<file path="src/rtl/fifo_emu_pkg.sv">
// Shared constants, types and helpers for the FT60x 245-sync FIFO slave emulator.
package fifo_emu_pkg;

  // One 4 KB FT600 buffer expressed in 32-bit words.
  localparam int DEPTH_DEF     = 1024;
  localparam int FILL_DIV_DEF  = 4;
  localparam int DRAIN_DIV_DEF = 4;

  // The emulated chip always presents all four byte lanes as valid.
  localparam logic [3:0] BE_ALL = 4'hF;

  // Pattern-error counter width and its saturation value.
  localparam int               ERR_W   = 16;
  localparam logic [ERR_W-1:0] ERR_MAX = '1;

  // Selects which side of the occupancy counter the host-rate divider feeds.
  // SOURCE: host fills (divider increments), master reads decrement, flag = empty.
  // SINK:   master writes increment, host drains (divider decrements), flag = full.
  typedef enum logic {
    OCC_SOURCE = 1'b0,
    OCC_SINK   = 1'b1
  } occ_role_e;

  // Expand a 4-bit byte-enable into a 32-bit lane mask.
  function automatic logic [31:0] byte_mask(input logic [3:0] be);
    logic [31:0] mask;
    mask = '0;
    for (int i = 0; i < 4; i++) begin
      mask[8*i +: 8] = {8{be[i]}};
    end
    return mask;
  endfunction

endpackage

</file>
<file path="src/rtl/fifo_emu_occ.sv">
// Emulated chip-buffer occupancy: host-rate divider, saturating up/down
// counter and a registered status flag (empty for source, full for sink).
module fifo_emu_occ
  import fifo_emu_pkg::*;
#(
  parameter int        DEPTH = DEPTH_DEF,
  parameter int        DIV   = 4,
  parameter occ_role_e ROLE  = OCC_SOURCE,
  parameter int        CNT_W = $clog2(DEPTH) + 1
) (
  input  logic clk,
  input  logic rst_n,
  input  logic rate_en,
  input  logic xfer,
  input  logic clr,
  output logic flag
);

  // A divide-by-1 still needs a one-bit counter to keep the logic uniform.
  localparam int                 DIV_W    = (DIV > 1) ? $clog2(DIV) : 1;
  localparam logic [DIV_W-1:0]   DIV_LAST = DIV_W'(DIV - 1);
  localparam logic [CNT_W-1:0]   OCC_MAX  = CNT_W'(DEPTH);
  // Flag value that matches an empty buffer: source reports empty, sink not full.
  localparam logic               FLAG_RST = (ROLE == OCC_SOURCE);

  logic [DIV_W-1:0] div_q, div_d;
  logic             tick;
  logic [CNT_W-1:0] occ_q, occ_d;
  logic             flag_q, flag_d;
  logic             inc_ev, dec_ev;

  // Host-rate divider: one tick every DIV enabled cycles, holds when disabled.
  always_comb begin
    div_d = div_q;
    tick  = 1'b0;
    if (rate_en) begin
      if (div_q == DIV_LAST) begin
        tick  = 1'b1;
        div_d = '0;
      end else begin
        div_d = div_q + 1'b1;
      end
    end
  end

  // Occupancy update: flush wins, coincident up/down cancel, otherwise saturate at both ends.
  always_comb begin
    inc_ev = (ROLE == OCC_SOURCE) ? tick : xfer;
    dec_ev = (ROLE == OCC_SOURCE) ? xfer : tick;
    occ_d  = occ_q;
    if (clr) begin
      occ_d = '0;
    end else if (inc_ev && dec_ev) begin
      occ_d = occ_q;
    end else if (inc_ev && (occ_q < OCC_MAX)) begin
      occ_d = occ_q + 1'b1;
    end else if (dec_ev && (occ_q != '0)) begin
      occ_d = occ_q - 1'b1;
    end
    flag_d = (ROLE == OCC_SOURCE) ? (occ_d == '0) : (occ_d == OCC_MAX);
  end

  // State registers; the flag is computed from the next occupancy so it tracks it without lag.
  always_ff @(posedge clk or negedge rst_n) begin
    if (!rst_n) begin
      div_q  <= '0;
      occ_q  <= '0;
      flag_q <= FLAG_RST;
    end else begin
      div_q  <= div_d;
      occ_q  <= occ_d;
      flag_q <= flag_d;
    end
  end

  assign flag = flag_q;

endmodule

</file>
<file path="src/rtl/fifo_slv_emu.sv">
// FT60x 245-synchronous FIFO slave emulator: incrementing-pattern source
// toward the master and pattern-checking sink from the master.
module fifo_slv_emu
  import fifo_emu_pkg::*;
#(
  parameter int DEPTH     = DEPTH_DEF,
  parameter int FILL_DIV  = FILL_DIV_DEF,
  parameter int DRAIN_DIV = DRAIN_DIV_DEF,
  parameter int CNT_W     = $clog2(DEPTH) + 1
) (
  input  logic        fifoClk,
  input  logic        fifoRstn,
  input  logic        wr_n,
  input  logic        rd_n,
  input  logic        oe_n,
  input  logic        siwu_n,
  input  logic [31:0] data_i,
  input  logic [3:0]  be_i,
  output logic [31:0] data_o,
  output logic [3:0]  be_o,
  output logic        data_oe,
  output logic        rxf_n,
  output logic        txe_n,
  input  logic        src_en,
  input  logic        snk_en,
  output logic [31:0] tx_word_cnt,
  output logic [31:0] rx_word_cnt,
  output logic [15:0] err_cnt,
  output logic        ovf,
  output logic        proto_err
);

  logic             rd_ok;
  logic             wr_req;
  logic             wr_ok;
  logic             flush;
  logic [31:0]      cmp_mask;
  logic             mismatch;

  logic [31:0]      src_pat_q, src_pat_d;
  logic [31:0]      exp_pat_q, exp_pat_d;
  logic [31:0]      tx_cnt_q, tx_cnt_d;
  logic [31:0]      rx_cnt_q, rx_cnt_d;
  logic [ERR_W-1:0] err_cnt_q, err_cnt_d;
  logic             ovf_q, ovf_d;
  logic             proto_q, proto_d;
  logic             data_oe_q, data_oe_d;

  // Bus handshake decode; wr_n low blocks reads so a bus fight never transfers data.
  always_comb begin
    rd_ok    = !rd_n && !oe_n && !rxf_n && wr_n;
    wr_req   = !wr_n;
    wr_ok    = wr_req && !txe_n && oe_n;
    flush    = !siwu_n;
    cmp_mask = byte_mask(be_i);
    mismatch = ((data_i ^ exp_pat_q) & cmp_mask) != 32'h0;
  end

  // Source side: advance the pattern and the delivered-word count per accepted read.
  always_comb begin
    src_pat_d = src_pat_q;
    tx_cnt_d  = tx_cnt_q;
    if (rd_ok) begin
      src_pat_d = src_pat_q + 32'd1;
      tx_cnt_d  = tx_cnt_q + 32'd1;
    end
  end

  // Sink side: count, check enabled lanes and resync the expected pattern on a miss.
  always_comb begin
    exp_pat_d = exp_pat_q;
    rx_cnt_d  = rx_cnt_q;
    err_cnt_d = err_cnt_q;
    if (wr_ok) begin
      rx_cnt_d = rx_cnt_q + 32'd1;
      if (mismatch) begin
        exp_pat_d = data_i + 32'd1;
        if (err_cnt_q != ERR_MAX) begin
          err_cnt_d = err_cnt_q + 1'b1;
        end
      end else begin
        exp_pat_d = exp_pat_q + 32'd1;
      end
    end
  end

  // Sticky protocol flags and the one-cycle pad turnaround.
  always_comb begin
    ovf_d     = ovf_q || (wr_req && txe_n);
    proto_d   = proto_q || (wr_req && !oe_n);
    data_oe_d = !oe_n;
  end

  // Datapath and status registers; reset abandons any transfer in flight.
  always_ff @(posedge fifoClk or negedge fifoRstn) begin
    if (!fifoRstn) begin
      src_pat_q <= '0;
      exp_pat_q <= '0;
      tx_cnt_q  <= '0;
      rx_cnt_q  <= '0;
      err_cnt_q <= '0;
      ovf_q     <= 1'b0;
      proto_q   <= 1'b0;
      data_oe_q <= 1'b0;
    end else begin
      src_pat_q <= src_pat_d;
      exp_pat_q <= exp_pat_d;
      tx_cnt_q  <= tx_cnt_d;
      rx_cnt_q  <= rx_cnt_d;
      err_cnt_q <= err_cnt_d;
      ovf_q     <= ovf_d;
      proto_q   <= proto_d;
      data_oe_q <= data_oe_d;
    end
  end

  // Source buffer: host fills at FILL_DIV, master reads drain, rxf_n is the empty flag.
  fifo_emu_occ #(
    .DEPTH (DEPTH),
    .DIV   (FILL_DIV),
    .ROLE  (OCC_SOURCE),
    .CNT_W (CNT_W)
  ) u_src_occ (
    .clk     (fifoClk),
    .rst_n   (fifoRstn),
    .rate_en (src_en),
    .xfer    (rd_ok),
    .clr     (1'b0),
    .flag    (rxf_n)
  );

  // Sink buffer: master writes fill, host drains at DRAIN_DIV, siwu_n flushes, txe_n is the full flag.
  fifo_emu_occ #(
    .DEPTH (DEPTH),
    .DIV   (DRAIN_DIV),
    .ROLE  (OCC_SINK),
    .CNT_W (CNT_W)
  ) u_snk_occ (
    .clk     (fifoClk),
    .rst_n   (fifoRstn),
    .rate_en (snk_en),
    .xfer    (wr_ok),
    .clr     (flush),
    .flag    (txe_n)
  );

  // The read word is the live pattern so it is valid in the cycle rd_n is sampled.
  assign data_o      = src_pat_q;
  assign be_o        = BE_ALL;
  assign data_oe     = data_oe_q;
  assign tx_word_cnt = tx_cnt_q;
  assign rx_word_cnt = rx_cnt_q;
  assign err_cnt     = err_cnt_q;
  assign ovf         = ovf_q;
  assign proto_err   = proto_q;

endmodule

</file>
<file path="config.mk">
export PLATFORM = sky130hd
export DESIGN_NAME = fifo_slv_emu
export DESIGN_NICKNAME = d
export VERILOG_FILES = /design/src/rtl/fifo_emu_pkg.sv /design/src/rtl/fifo_emu_occ.sv /design/src/rtl/fifo_slv_emu.sv
export SDC_FILE = /design/constraint.sdc
export NUM_CORES = 1
export LEC_CHECK = 0
export CAP_MARGIN = 20
export CORE_AREA = 2 2 119 178
export CTS_CLUSTER_DIAMETER = 150
export DETAILED_ROUTE_END_ITERATION = 8
export DIE_AREA = 0 0 121 180
export PLACE_DENSITY_LB_ADDON = 0.2
export RECOVER_POWER = 100
export SLEW_MARGIN = 30
export SYNTH_ARGS = -nofsm -noshare
export SYNTH_HDL_FRONTEND = slang
export SYNTH_SLANG_ARGS = --single-unit
export TNS_END_PERCENT = 5
</file>
<file path="constraint.sdc">
create_clock -name fifoClk -period 4.3 [get_ports fifoClk]
set_clock_uncertainty 0.15 [all_clocks]
set_input_delay 0.86 -clock fifoClk [delete_from_list [all_inputs] [get_ports fifoClk]]
set_output_delay 0.86 -clock fifoClk [all_outputs]
set_load 0.02 [all_outputs]
</file>
==> Yosys cells after proc, flatten, opt, wreduce, memory -nomap -nowiden <==
Cells that the tools add are included.
{ "totals": {"register_bits": 175, "word_cells": 73} }
{ "classes": {"addsub": 12, "magnitude_cmp": 2, "n_eq_ne": 4, "n_mux": 14, "n_bitwise": 2, "n_reduce_logical": 25} }
{ "ops": {"columns": ["op", "n"], "rows": [
  ["adder 32 x 1 -> 32 bit (second input constant)", 5],
  ["2-to-1 mux 11 bit", 7],
  ["AND 32 bit", 1],
  ["2-to-1 mux 32 bit", 1],
  ["nonzero test 32 bit", 1],
  ["XOR 32 bit", 1],
  ["adder 11 x 1 -> 11 bit (second input constant)", 2],
  ["less-than comparator 11 bit (second input constant)", 2],
  ["nonzero test 11 bit", 2],
  ["subtractor 11 x 1 -> 11 bit (second input constant)", 2],
  ["adder 16 x 1 -> 16 bit (second input constant)", 1],
  ["!= test 16 bit (second input constant)", 1],
  ["logical AND 1 bit", 13],
  ["equality test 11 bit (second input constant)", 1],
  ["zero test 11 bit", 1],
  ["zero test 1 bit", 5],
  ["adder 2 x 1 -> 2 bit (second input constant)", 2],
  ["equality test 2 bit (second input constant)", 2],
  ["2-to-1 mux 1 bit", 4],
  ["2-to-1 mux 2 bit", 2],
  ["AND reduction 3 bit", 1],
  ["logical OR 1 bit", 2]
]} }

==> Logic depth before layout (Yosys ltp) <==
{ "depth": {"depth_word": 9, "depth_mapped": 19} }

==> By module <==
Synthesis repeated with hierarchy kept, for this count alone.
{ "unflattened": {"cells_unflattened": 1110, "hier_area_um2": 10368.7} }
{ "by_module_without_submodules": {"columns": ["mod", "n_inst", "cells_per_inst", "area_each_um2", "seq_area_each_um2"], "rows": [
  ["fifo_slv_emu", 1, 882, 8299.2, 3678.5],
  ["fifo_emu_occ (u_snk_occ)", 1, 123, 1079.8, 350.3],
  ["fifo_emu_occ (u_src_occ)", 1, 105, 989.7, 351.6]
]} }

==> Worst setup path after synthesis <==
OpenSTA, ideal clock, no wires.
{ "synth_path": {"kind": "input port to flip-flop", "startpoint": "in data_i[15]", "endpoint": "reg exp_pat_q[30]", "arrival_time_ns": 4.225, "required_ns": 4.064, "path_slack_ns": -0.161, "cell_stages": 19, "cell_sequence": "clkbuf_1 xnor2_1 nand4_1 o21ai_0 and4_1 buf_2 clkbuf_1 buf_2 mux2_2 ha_1 clkbuf_1 and4_1 clkbuf_1 nand2_1 nor4_1 nand2_1 o21ai_0 a31oi_1 nor3_1"} }
{ "synth_via": {"elab_chain_cells": 4} }
{ "synth_lines": {"columns": ["element", "line", "rtl"], "rows": [
  ["from (decl)", "fifo_slv_emu.sv:17", "input logic [31:0] data_i,"],
  ["parallel branches: the longest is 3 deep, another holds adder 32 x 1 -> 32 bit", null, null],
  ["2-to-1 mux 32 bit (*)", "fifo_slv_emu.sv:76", "if (mismatch) begin"],
  ["to (signal assigned)", "fifo_slv_emu.sv:107", "exp_pat_q <= exp_pat_d;"],
  ["to (decl)", "fifo_slv_emu.sv:41", "logic [31:0] exp_pat_q, exp_pat_d;"]
]} }
Every way passes the cells marked *.
A chain may end at the register's enable or synchronous reset.

==> Worst setup path in the final report <==
{ "layout_path": {"startpoint": "in oe_n", "endpoint": "reg u_snk_occ.flag_q (netlist: u_snk_occ.flag)"} }
{ "layout_via": {"elab_chain_cells": 6} }
{ "layout_lines": {"columns": ["element", "line", "rtl"], "rows": [
  ["from (decl)", "fifo_slv_emu.sv:15", "input logic oe_n,"],
  ["logical AND 1 bit (*)", "fifo_slv_emu.sv:53", "wr_ok = wr_req && !txe_n && oe_n;"],
  ["logical AND 1 bit", "fifo_emu_occ.sv:55", "end else if (inc_ev && (occ_q < OCC_MAX)) begin"],
  ["2-to-1 mux 11 bit", "fifo_emu_occ.sv:55", null],
  ["2-to-1 mux 11 bit (*)", "fifo_emu_occ.sv:53", "end else if (inc_ev && dec_ev) begin"],
  ["2-to-1 mux 11 bit (*)", "fifo_emu_occ.sv:51", "if (clr) begin"],
  ["named net u_snk_occ.occ_d[1]", "fifo_emu_occ.sv:28", "logic [CNT_W-1:0] occ_q, occ_d;"],
  ["equality test 11 bit (*)", "fifo_emu_occ.sv:60", "flag_d = (ROLE == OCC_SOURCE) ? (occ_d == '0) : (occ_d == OCC_MAX);"],
  ["named net u_snk_occ.flag_d", "fifo_emu_occ.sv:29", "logic flag_q, flag_d;"],
  ["to (signal assigned)", "fifo_emu_occ.sv:72", "flag_q <= flag_d;"],
  ["to (decl)", "fifo_emu_occ.sv:29", null]
]} }
Mark *: on every way through the listed nets, which the timed path passes. The rest lies on a longest branch.

==> impl_metrics.ini <==
[outcome]
status = finished with violations
violations = max-capacitance violations, max-slew violations

[logic_synthesis]
yosysSeqAreaShare_pct = 44.0
synth_area_um2 = 9950
yosys_warnings = 0
synthArstFlopShare_pct = 100
synth_top_area_cell = dfrtp_1
synth_common_cells = dfrtp_1 (174), xnor2_1 (131), nand2_1 (102), nand3_1 (74), nor2_1 (66)
syn_inst = 1051
synthFlopType = dfrtp_1
yosysTopAreaCellShare_pct = 43.8
synth_area_leaders = dfrtp_1 (44%), xnor2_1 (12%), xor2_1 (4.2%)
synth_edf_count = 0
yosysMostFrequentCell = dfrtp_1
ys_ff_latch = 175
syn_avg_cell_area_um2 = 9.46
synth_cell_types = 76

[global_route]
grt_max_degree = 88
grt_use_met3_pct = 3.87
grt_pass1_vias = 8235
use_met2_pct = 39.3
grt_pass1_wl_um = 40200
grt.busiest_layer = met2
grtUsageTotal_pct = 22.6
overflow = 0
antenna_found_initial = 0
grtUsageMet1_pct = 28.1

[worst_setup_path]
crit-reg2reg-launch = exp_pat_q[14]
worstPathCellList = dlygate4sd3_1 -> or3b_2 -> clkbuf_2 -> nand2_1 -> o2bb2ai_1 -> o221a_1 -> or2_0 -> a211oi_1 -> and4b_1
crit_start = oe_n
reg2reg_depth = 11
slowest_delay_ps = 740
crit_path_end = u_snk_occ.flag
cp-end-kind = register
critPathLaunchType = input pin
path_depth = 9
path_delay_family = simple AND/OR/NAND/NOR gates
critPathKind = input pin to register
rr_endpoint = exp_pat_q[30]
r2r_setup_slack_ps = 780
critPathArrivalTime_ps = 4200
crit_fanout = 46
critPathRequiredTime_ps = 4520
worst-path-buf-inv = 2
cpMaxStageDelayCell = dlygate4sd3_1

[floorplan]
initial_core_util_pct = 49.1
core_um2 = 20300
die_w_um = 121
io-pin-count = 165
die_area_um2 = 21800
rows = 64
die_y_um = 180

[clocking]
cts_tree = built
cts_root_buffer = clkbuf_16
ctsLongestPathBuffers = 2
ctsResizeCount = 0
clk_pin_slew_ps = 70
cts_setup_buffers = 0
cts_sinks = 175
insertion_delay_ps = 430
numCtsBuffers = 17
cts-hold-fix-buffers = 0
htree_levels = 4

[route]
initialDrtViolationCount = 476
routed_via_density = 5.59
drc = 0
antenna_left = 0
wire_per_inst_um = 15.9
first_pass_iters = 5
route.vias.total = 8424
drt-total-wl_um = 24000

[power_and_ir_drop]
finalPower_uw = 5060
ir_worst_vdd_mv = 0.270
power.density_nw_per_um2 = 402
leakage_uw = 0.00565

[timing]
finalHoldViolCount = 0
period_minus_slack_ps = 3980
slew_viol_final = 87
fin_crit_sh_pct = 92.6
setup_viol = 0
slew_headroom_pct = -46.4
fin_hold_ws_ps = 319
rsz0062_at_grt = false
clock.fmax_mhz = 251
tightest_slew_ps = 2200

[placement]
gp_congestion = 0.880
place_hpwl_um = 17600
port_buffers = 160
dp_cells = 1477

[flow_run]
maxCapViolCount = 1

[layout]
final_cells = 1507
layout.nets = 1288
fin_util_pct = 62.1
drive_gt1_share_pct = 7.48
insertedDiodeCount = 0
area_growth_pct = 26.5

[worst_hold_path]
hp-class = register to register
hold-path-cell-count = 1
[worst min path at each step]
stage | start | end | slack (ps)
CTS | proto_err | proto_err | 330
detailed placement | proto_err | proto_err | 320
finish | rx_word_cnt[31] | rx_word_cnt[31] | 320
global route | proto_err | proto_err | 330
global placement | ovf | ovf | 300
floorplan | u_snk_occ.div_q[0] | u_snk_occ.div_q[0] | 310
[cell type report]
class / instances / area, um^2
Clock buffer: 19 / 443
Clock inverter: 11 / 188
Fill cell: 1753 / 7680
Inverter: 16 / 60.1
Multi-Input combinational cell: 809 / 5230
Sequential cell: 175 / 4380
Tap cell: 264 / 330
Timing Repair Buffer: 213 / 1960
[state kept, by name, summed over array words and instances, names as in the netlist]
name             flops
data_oe              1
exp_pat_q           32
u_src_occ.div_q      2
u_src_occ.flag       1
u_src_occ.occ_q     11
proto_err            1
u_snk_occ.occ_q     11
tx_word_cnt         32
rx_word_cnt         32
data_o              32
ovf                  1
u_snk_occ.div_q      2
u_snk_occ.flag       1
err_cnt             16
[power breakdown]
part,switching [uW],leakage (uW),internal (uW)
registers,321,0.00228,1870
logic,635,0.00306,555
clock network,641,0.000313,1040
[layout by cell type (no fill, tap or decap), drive strengths merged, types with 48 or more instances in the layout]
cell / n
a21oi: 64
and3: 48
dfrtp: 174
dlygate4sd3: 122
nand2: 102
nand3: 75
nand4: 53
nor2: 66
xnor2: 131
xor2: 48
[layer usage]
layer / part of all wire, % / up-vias
li1: - / 4087
met1: 42 / 4060
met2: 51 / 232
met3: 4.3 / 45
met4: 2.6 / 0
met5: 0 / -
[through the flow]
| stage | setup slack, ps | TNS [ps] | cell area, um^2 |
|---|---|---|---|
| final | 320 | 0 | 12600 |
| after global routing | 100 | 0 | 12600 |
| after CTS | 451 | 0 | 12700 |
| after detailed placement | -22.4 | -22.4 | 12100 |
| after global placement | 41.6 | 0 | 12100 |
| after floorplan | 25.8 | 0 | 9970 |
[cell families after synthesis]
logic type,synth area share (%)
buf+inv,3.04
other cells,0.0377
mux,1.28
compound gates,8.88
flops,44.0
fa+ha+maj,1.51
xor+xnor,15.8
simple gates,25.4
(Power assumes the default switching activity.)
